### src/rtl/pd_tx_frame.sv
// pd_tx_frame: pulse-distance serial transmitter, several samples per sync frame.
//
// Samples come in over a valid/ready handshake and are queued in a DEPTH-deep
// FIFO. A frame starts once SAMPLES samples are queued, or earlier on a flush
// pulse. Each frame is a sync burst and silence, then WIDTH bits for each
// sample, then a stop burst and a low guard gap. A bit is a BBD-cycle high
// burst followed by BSD0 (bit 0) or BSD1 (bit 1) cycles low.
//
// Optional build macro: PD_TX_PARITY_EN. When defined, one even-parity bit
// (XOR of every data bit in the frame) is sent after the last data bit,
// encoded like a data bit.
//
// Ports:
//   clk_in     system clock
//   rst_n_in   synchronous reset, active low
//   valid_in   sample valid
//   audio_in   sample data, WIDTH bits
//   ready_out  FIFO not full (combinational from the registered level)
//   flush_in   one-cycle pulse: start a short frame with what is queued
//   out        line signal
//   busy       frame in progress
//   level_out  FIFO occupancy
//
// Every duration parameter must be between 1 and 65535. DEPTH is a power of
// two, at least 2, and no smaller than SAMPLES.
module pd_tx_frame #(
  parameter int unsigned SBD       = 800,
  parameter int unsigned SSD       = 800,
  parameter int unsigned BBD       = 400,
  parameter int unsigned BSD0      = 200,
  parameter int unsigned BSD1      = 400,
  parameter int unsigned GAP       = 1600,
  parameter int unsigned WIDTH     = 8,
  parameter int unsigned SAMPLES   = 4,
  parameter int unsigned DEPTH     = 8,
  parameter bit          MSB_FIRST = 1'b1
) (
  input  logic                     clk_in,
  input  logic                     rst_n_in,
  input  logic                     valid_in,
  input  logic [WIDTH-1:0]         audio_in,
  output logic                     ready_out,
  input  logic                     flush_in,
  output logic                     out,
  output logic                     busy,
  output logic [$clog2(DEPTH):0]   level_out
);

  localparam int PW = $clog2(DEPTH);
  localparam int LW = PW + 1;
  localparam int BW = (WIDTH > 1) ? $clog2(WIDTH) : 1;
  localparam int SW = $clog2(SAMPLES + 1);

  localparam logic [15:0] SBD_M1  = 16'(SBD - 1);
  localparam logic [15:0] SSD_M1  = 16'(SSD - 1);
  localparam logic [15:0] BBD_M1  = 16'(BBD - 1);
  localparam logic [15:0] BSD0_M1 = 16'(BSD0 - 1);
  localparam logic [15:0] BSD1_M1 = 16'(BSD1 - 1);
  localparam logic [15:0] GAP_M1  = 16'(GAP - 1);

  localparam logic [LW-1:0] DEPTH_L   = LW'(DEPTH);
  localparam logic [LW-1:0] SAMPLES_L = LW'(SAMPLES);
  localparam logic [BW-1:0] LAST_BIT  = BW'(WIDTH - 1);

  typedef enum logic [2:0] {
    IDLE, SYNC_H, SYNC_L, BIT_H, BIT_L, STOP_H, GUARD
  } state_e;

  // ---------------------------------------------------------------- FIFO
  logic [WIDTH-1:0] mem_q [DEPTH];
  logic [PW-1:0]    wr_ptr_q, wr_ptr_d, rd_ptr_q, rd_ptr_d;
  logic [LW-1:0]    level_q, level_d;
  logic             push, pop;
  logic [WIDTH-1:0] head;

  assign ready_out = (level_q < DEPTH_L);
  assign push      = valid_in && ready_out;
  assign head      = mem_q[rd_ptr_q];

  always_comb begin
    wr_ptr_d = wr_ptr_q;
    rd_ptr_d = rd_ptr_q;
    level_d  = level_q;
    if (push) wr_ptr_d = wr_ptr_q + PW'(1);
    if (pop)  rd_ptr_d = rd_ptr_q + PW'(1);
    case ({push, pop})
      2'b10:   level_d = level_q + LW'(1);
      2'b01:   level_d = level_q - LW'(1);
      default: level_d = level_q;
    endcase
  end

  always_ff @(posedge clk_in) begin
    if (rst_n_in && push) mem_q[wr_ptr_q] <= audio_in;
  end

  // ---------------------------------------------------------------- FSM
  state_e           state_q, state_d;
  logic [15:0]      cnt_q, cnt_d;
  logic             out_q, out_d;
  logic             busy_q, busy_d;
  logic [WIDTH-1:0] shreg_q, shreg_d;
  logic             bit_q, bit_d;
  logic [BW-1:0]    bit_idx_q, bit_idx_d;
  logic [SW-1:0]    samp_idx_q, samp_idx_d;
  logic [SW-1:0]    frame_len_q, frame_len_d;
`ifdef PD_TX_PARITY_EN
  logic             par_q, par_d;
  logic             par_phase_q, par_phase_d;
`endif

  // Bit-advance requests raised by the state case and resolved below it:
  // load_req takes the next bit from the FIFO head, next_req from the
  // shift register.
  logic             load_req, next_req;
  logic [WIDTH-1:0] src;
  logic             src_bit;

  always_comb begin
    state_d     = state_q;
    cnt_d       = cnt_q + 16'd1;
    out_d       = out_q;
    busy_d      = busy_q;
    shreg_d     = shreg_q;
    bit_d       = bit_q;
    bit_idx_d   = bit_idx_q;
    samp_idx_d  = samp_idx_q;
    frame_len_d = frame_len_q;
    pop         = 1'b0;
    load_req    = 1'b0;
    next_req    = 1'b0;
`ifdef PD_TX_PARITY_EN
    par_d       = par_q;
    par_phase_d = par_phase_q;
`endif

    case (state_q)
      IDLE: begin
        cnt_d = '0;
        if (level_q >= SAMPLES_L || (flush_in && level_q != '0)) begin
          state_d     = SYNC_H;
          out_d       = 1'b1;
          busy_d      = 1'b1;
          frame_len_d = (level_q >= SAMPLES_L) ? SW'(SAMPLES) : SW'(level_q);
          samp_idx_d  = '0;
`ifdef PD_TX_PARITY_EN
          par_d       = 1'b0;
          par_phase_d = 1'b0;
`endif
        end
      end
      SYNC_H: begin
        if (cnt_q == SBD_M1) begin
          cnt_d   = '0;
          out_d   = 1'b0;
          state_d = SYNC_L;
        end
      end
      SYNC_L: begin
        if (cnt_q == SSD_M1) begin
          cnt_d    = '0;
          load_req = 1'b1;
        end
      end
      BIT_H: begin
        if (cnt_q == BBD_M1) begin
          cnt_d   = '0;
          out_d   = 1'b0;
          state_d = BIT_L;
        end
      end
      BIT_L: begin
        if (cnt_q == (bit_q ? BSD1_M1 : BSD0_M1)) begin
          cnt_d = '0;
`ifdef PD_TX_PARITY_EN
          if (par_phase_q) begin
            state_d = STOP_H;
            out_d   = 1'b1;
          end else
`endif
          if (bit_idx_q != LAST_BIT) begin
            next_req = 1'b1;
          end else if (samp_idx_q != frame_len_q) begin
            load_req = 1'b1;
          end else begin
`ifdef PD_TX_PARITY_EN
            // Parity already holds every data bit: each bit is folded in
            // as it is selected at its burst entry.
            par_phase_d = 1'b1;
            bit_d       = par_q;
            state_d     = BIT_H;
            out_d       = 1'b1;
`else
            state_d = STOP_H;
            out_d   = 1'b1;
`endif
          end
        end
      end
      STOP_H: begin
        if (cnt_q == BBD_M1) begin
          cnt_d   = '0;
          out_d   = 1'b0;
          state_d = GUARD;
        end
      end
      GUARD: begin
        if (cnt_q == GAP_M1) begin
          cnt_d   = '0;
          busy_d  = 1'b0;
          state_d = IDLE;
        end
      end
      default: begin
        state_d = IDLE;
        out_d   = 1'b0;
        busy_d  = 1'b0;
        cnt_d   = '0;
      end
    endcase

    // Select the first remaining bit of src and shift it out of the register.
    src     = load_req ? head : shreg_q;
    src_bit = MSB_FIRST ? src[WIDTH-1] : src[0];
    if (load_req || next_req) begin
      bit_d     = src_bit;
      shreg_d   = MSB_FIRST ? (src << 1) : (src >> 1);
      state_d   = BIT_H;
      out_d     = 1'b1;
      bit_idx_d = load_req ? '0 : bit_idx_q + BW'(1);
`ifdef PD_TX_PARITY_EN
      par_d     = par_q ^ src_bit;
`endif
    end
    if (load_req) begin
      pop        = 1'b1;
      samp_idx_d = samp_idx_q + SW'(1);
    end
  end

  always_ff @(posedge clk_in) begin
    if (!rst_n_in) begin
      state_q     <= IDLE;
      cnt_q       <= '0;
      out_q       <= 1'b0;
      busy_q      <= 1'b0;
      shreg_q     <= '0;
      bit_q       <= 1'b0;
      bit_idx_q   <= '0;
      samp_idx_q  <= '0;
      frame_len_q <= '0;
      wr_ptr_q    <= '0;
      rd_ptr_q    <= '0;
      level_q     <= '0;
`ifdef PD_TX_PARITY_EN
      par_q       <= 1'b0;
      par_phase_q <= 1'b0;
`endif
    end else begin
      state_q     <= state_d;
      cnt_q       <= cnt_d;
      out_q       <= out_d;
      busy_q      <= busy_d;
      shreg_q     <= shreg_d;
      bit_q       <= bit_d;
      bit_idx_q   <= bit_idx_d;
      samp_idx_q  <= samp_idx_d;
      frame_len_q <= frame_len_d;
      wr_ptr_q    <= wr_ptr_d;
      rd_ptr_q    <= rd_ptr_d;
      level_q     <= level_d;
`ifdef PD_TX_PARITY_EN
      par_q       <= par_d;
      par_phase_q <= par_phase_d;
`endif
    end
  end

  assign out       = out_q;
  assign busy      = busy_q;
  assign level_out = level_q;

endmodule

### config.mk
export PLATFORM = sky130hd
export DESIGN_NAME = pd_tx_frame
export DESIGN_NICKNAME = d
export VERILOG_FILES = /design/src/rtl/pd_tx_frame.sv
export SDC_FILE = /design/constraint.sdc
export NUM_CORES = 1
export LEC_CHECK = 0
export CELL_PAD_IN_SITES_DETAIL_PLACEMENT = 0
export CELL_PAD_IN_SITES_GLOBAL_PLACEMENT = 1
export CORE_MARGIN = 2
export CORE_UTILIZATION = 56
export DETAILED_ROUTE_END_ITERATION = 8
export DONT_BUFFER_PORTS = 1
export PLACE_DENSITY_LB_ADDON = 0.1
export SYNTH_ARGS = -nofsm -noshare
export SYNTH_HDL_FRONTEND = slang
export SYNTH_SLANG_ARGS = --single-unit
### constraint.sdc
create_clock -name clk_in -period 5.85 [get_ports clk_in]
set_input_delay 0.585 -clock clk_in [delete_from_list [all_inputs] [get_ports clk_in]]
set_output_delay 0.585 -clock clk_in [all_outputs]
set_load 0.05 [all_outputs]
==> results.py <==
metrics = {
    "clocking": {
        "cts_buffers": 17,
        "cts_resized": 0,
        "clk_pin_slew_ns": 0.06,
        "cts_max_level": 4,
        "cts_tree": "built",
        "cts.hold.buffers_added": 0,
        "clk_latency_ns": 0.50,
        "root_buffer": "clkbuf_8",
        "cts_buffer_depth": 2,
        "cts.sinks": 115,
        "cts_setup_buffers": 0,
    },
    "min_path": {
        "hold_end": "mem_q[3][0]$_DFFE_PP_",
        "worstHoldStart": "audio_in[0]",
        "hold_class": "input port to flop",
        "hold_path_depth": 0,
    },
    "sta": {
        "hold_viol": 0,
        "fin_crit_sh": 0.4932,
        "rsz0062_at_grt": "false",
        "fin_skew_ns": 0.007775,
        "worst_pin_slew_ns": 0.8603,
        "finalWorstSetupSlack_ns": 2.965,
        "slew_viol_final": 0,
        "relSlewSlack": 0.4244,
        "min_period_ns": 2.885,
        "fmaxAchievable_mhz": 346.6,
        "setup-violations-final": 0,
        "setup_tns_ns": 0,
    },
    "power": {
        "irDropWorstVdd_mv": 0.2736,
        "p_leak_nw": 2.017,
        "total_power_mw": 2.032,
        "cellPowerDensity_nw_per_um2": 352.6,
    },
    "die": {
        "num_io_pins": 19,
        "core_area_um2": 8763,
        "die_x_um": 99.16,
        "num_rows": 34,
        "floorplan.initialDensity": 0.5787,
        "die_h_um": 99.16,
        "die_area_um2": 9833,
    },
    "placement": {
        "place_inst": 499,
        "dp_hpwl_um": 6151,
        "portBuffers": 0,
        "dp_worst_setup_slack_ns": 2.961,
        "finalWeightedCongestion": 0.7824,
    },
    "setup_path": {
        "reg2reg_to": "level_out[2]$_SDFFE_PN0P_",
        "critPathArrivalTime_ns": 3.33,
        "cp.depth": 11,
        "crit_type": "flop to flop",
        "startpoint_type": "flop",
        "cp_max_fo": 5,
        "crit_family": "simple AND/OR/NAND/NOR gates",
        "cpPeakStageDelay_ns": 0.45,
        "reg2reg_from": "cnt_q[12]$_SDFF_PN0_",
        "worst-r2r-setup-slack_ns": 2.96,
        "path_cells": "nor4_4, nand4_1, nor4_2, a31o_2, ha_1, xor2_1, ha_1, a21oi_1, xnor2_1, or3_1, a21oi_1",
        "worst-path-buf-inv": 0,
        "required_ns": 6.29,
        "cp-end-kind": "flop",
        "r2r_cells": 11,
        "cp_slowest_cell": "nor4_2",
    },
    "logic_synthesis": {
        "synth_edf_count": 64,
        "synthXorXnorAreaFrac": 0.04318,
        "avgSynthCellArea_um2": 12.68,
        "synth_top_family_by_area": "simple AND/OR/NAND/NOR gates",
        "synth_area_um2": 5071,
        "async_reset_ff_frac": 0,
        "yosys.area.top_type": "edfxtp_1",
        "syn_nets": 421,
        "yosys-top-cells-area": "edfxtp_1 38%, dfxtp_1 20%, mux4_2 7.1%, nor2_1 2.9%, xor2_1 2.4%",
        "ys_ff_latch": 115,
        "synth-seq-area-share": 0.5803,
        "synth_top_flop_cell": "edfxtp_1",
        "synth_compound_area_frac": 0.09400,
        "synth.mux.area_fraction": 0.09795,
        "ys_warn_count": 0,
        "synth.distinct_cells": 60,
        "synthDominantCellAreaShare": 0.3790,
        "synthAdderAreaFrac": 0.02221,
        "synthSimpleGateAreaFrac": 0.1421,
        "syn_inst": 400,
    },
    "detailed_routing": {
        "wl_um": 9322,
        "viasPerCell": 6.023,
        "drtAntennaViolNets": 0,
        "drt-initial-drc-count": 111,
        "vias": 3198,
        "dr.pass1.iters": 4,
        "wl_per_cell_um": 17.56,
        "drc_errors": 0,
    },
    "global_routing": {
        "gr-total-overflow": 0,
        "grt.total_usage": 0.2088,
        "grt_pass1_vias": 3137,
        "grt_max_degree": 26,
        "grt_pass1_wl_um": 15790,
        "antenna_found_initial": 0,
    },
    "job": {
        "max_cap_violations": 0,
    },
    "final_layout": {
        "drive_gt1_frac": 0.1726,
        "layoutNonFillerInstCount": 531,
        "nets": 431,
        "n_fill_cell": 646,
        "antenna_cells": 0,
        "areaGrowthSynthToFinish_pct": 13.62,
    },
    "outcome": {
        "outcome": "finished, final reports clean",
    },
}
[per-stage QoR]
stage / util / hold WS, ns / area (µm²)
2_1_floorplan: - / 0.4175 / 5071
3_3_place_gp: 0.5938 / 0.4320 / 5204
3_5_place_dp: 0.5938 / 0.4456 / 5204
4_1_cts: 0.6575 / 0.1542 / 5762
5_1_grt: 0.6575 / 0.1423 / 5762
6_report: 0.6575 / 0.1716 / 5762
[per-layer routing]
layer	global-route usage	wire length, µm
met3	0.05130	381
met5	0	0
met1	0.2729	4131
met2	0.3378	4665
met4	0.08430	144
[synthesized netlist by cell type (4+ instances only)]
| cell type | n |
|---|---|
| xnor2_1 | 11 |
| a21oi_1 | 13 |
| ha_1 | 9 |
| nand2_1 | 27 |
| inv_1 | 6 |
| nor2_1 | 39 |
| nand3_1 | 13 |
| nand2b_1 | 5 |
| nor2b_1 | 10 |
| nor3_1 | 10 |
| edfxtp_1 | 64 |
| dfxtp_1 | 51 |
| buf_2 | 4 |
| and3_1 | 5 |
| nand4_1 | 5 |
| mux4_2 | 16 |
| o21ai_0 | 8 |
| a211oi_1 | 14 |
| mux2i_1 | 11 |
| clkbuf_1 | 12 |
| xor2_1 | 14 |
[registers in the layout, indices dropped and copies added, names as in the netlist, named ones only]
signal       flops
cnt_q           16
frame_len_q      3
samp_idx_q       3
shreg_q          7
bit_idx_q        3
busy             1
bit_q            1
rd_ptr_q         3
wr_ptr_q         3
mem_q           64
state_q          3
level_out        4
out              1
[cell usage in the layout (no fill, tap or decap), types with 10 or more instances in the layout]
master	Yosys	layout
nand2_1	27	27
mux2i_1	11	11
dfxtp_1	51	51
clkbuf_16	0	16
edfxtp_1	64	64
mux4_2	16	16
nor2_1	39	39
a21oi_1	13	13
nand3_1	13	13
nor2b_1	10	10
nor3_1	10	10
xor2_1	14	14
a211oi_1	14	14
xnor2_1	11	11
[power breakdown]
part / internal [mW] / switching [mW] / total [mW]
Combinational: 0.0582 / 0.0790 / 0.137
Sequential: 0.878 / 0.0556 / 0.933
Clock: 0.573 / 0.388 / 0.961
[worst max path at each step]
stage / start / to / slack [ns]
4_1_cts: cnt_q[12]$_SDFF_PN0_ / level_out[2]$_SDFFE_PN0P_ / 2.95
6_report: cnt_q[12]$_SDFF_PN0_ / level_out[2]$_SDFFE_PN0P_ / 2.96
5_1_grt: cnt_q[12]$_SDFF_PN0_ / level_out[2]$_SDFFE_PN0P_ / 2.71
3_5_place_dp: cnt_q[12]$_SDFF_PN0_ / level_out[2]$_SDFFE_PN0P_ / 2.96
2_1_floorplan: cnt_q[12]$_SDFF_PN0_ / level_out[2]$_SDFFE_PN0P_ / 3.24
3_3_place_gp: cnt_q[12]$_SDFF_PN0_ / level_out[2]$_SDFFE_PN0P_ / 3.02
[cell families (layout without fill, tap and decap cells)]
group / after synthesis / in the layout
xor gates and xnor gates: 25 / 25
AOI/OAI and AO/OA: 62 / 62
adders and majority gates: 9 / 9
muxes: 29 / 29
DFF: 115 / 115
and+or+nand+nor: 135 / 135
buffers and inverters: 25 / 48
[area by class of cell]
class	count	area [µm²]	share of cell area
inverter	7	26.28	0.004560
sequential	115	2943	0.5107
tap	108	135.1	0.02345
multi-input combinational	260	2032	0.3527
timing repair buffer	9	67.56	0.01173
clock inverter	15	143.9	0.02497
clock buffer	17	414.1	0.07188
No activity file was read; power rests on OpenSTA's default activity.
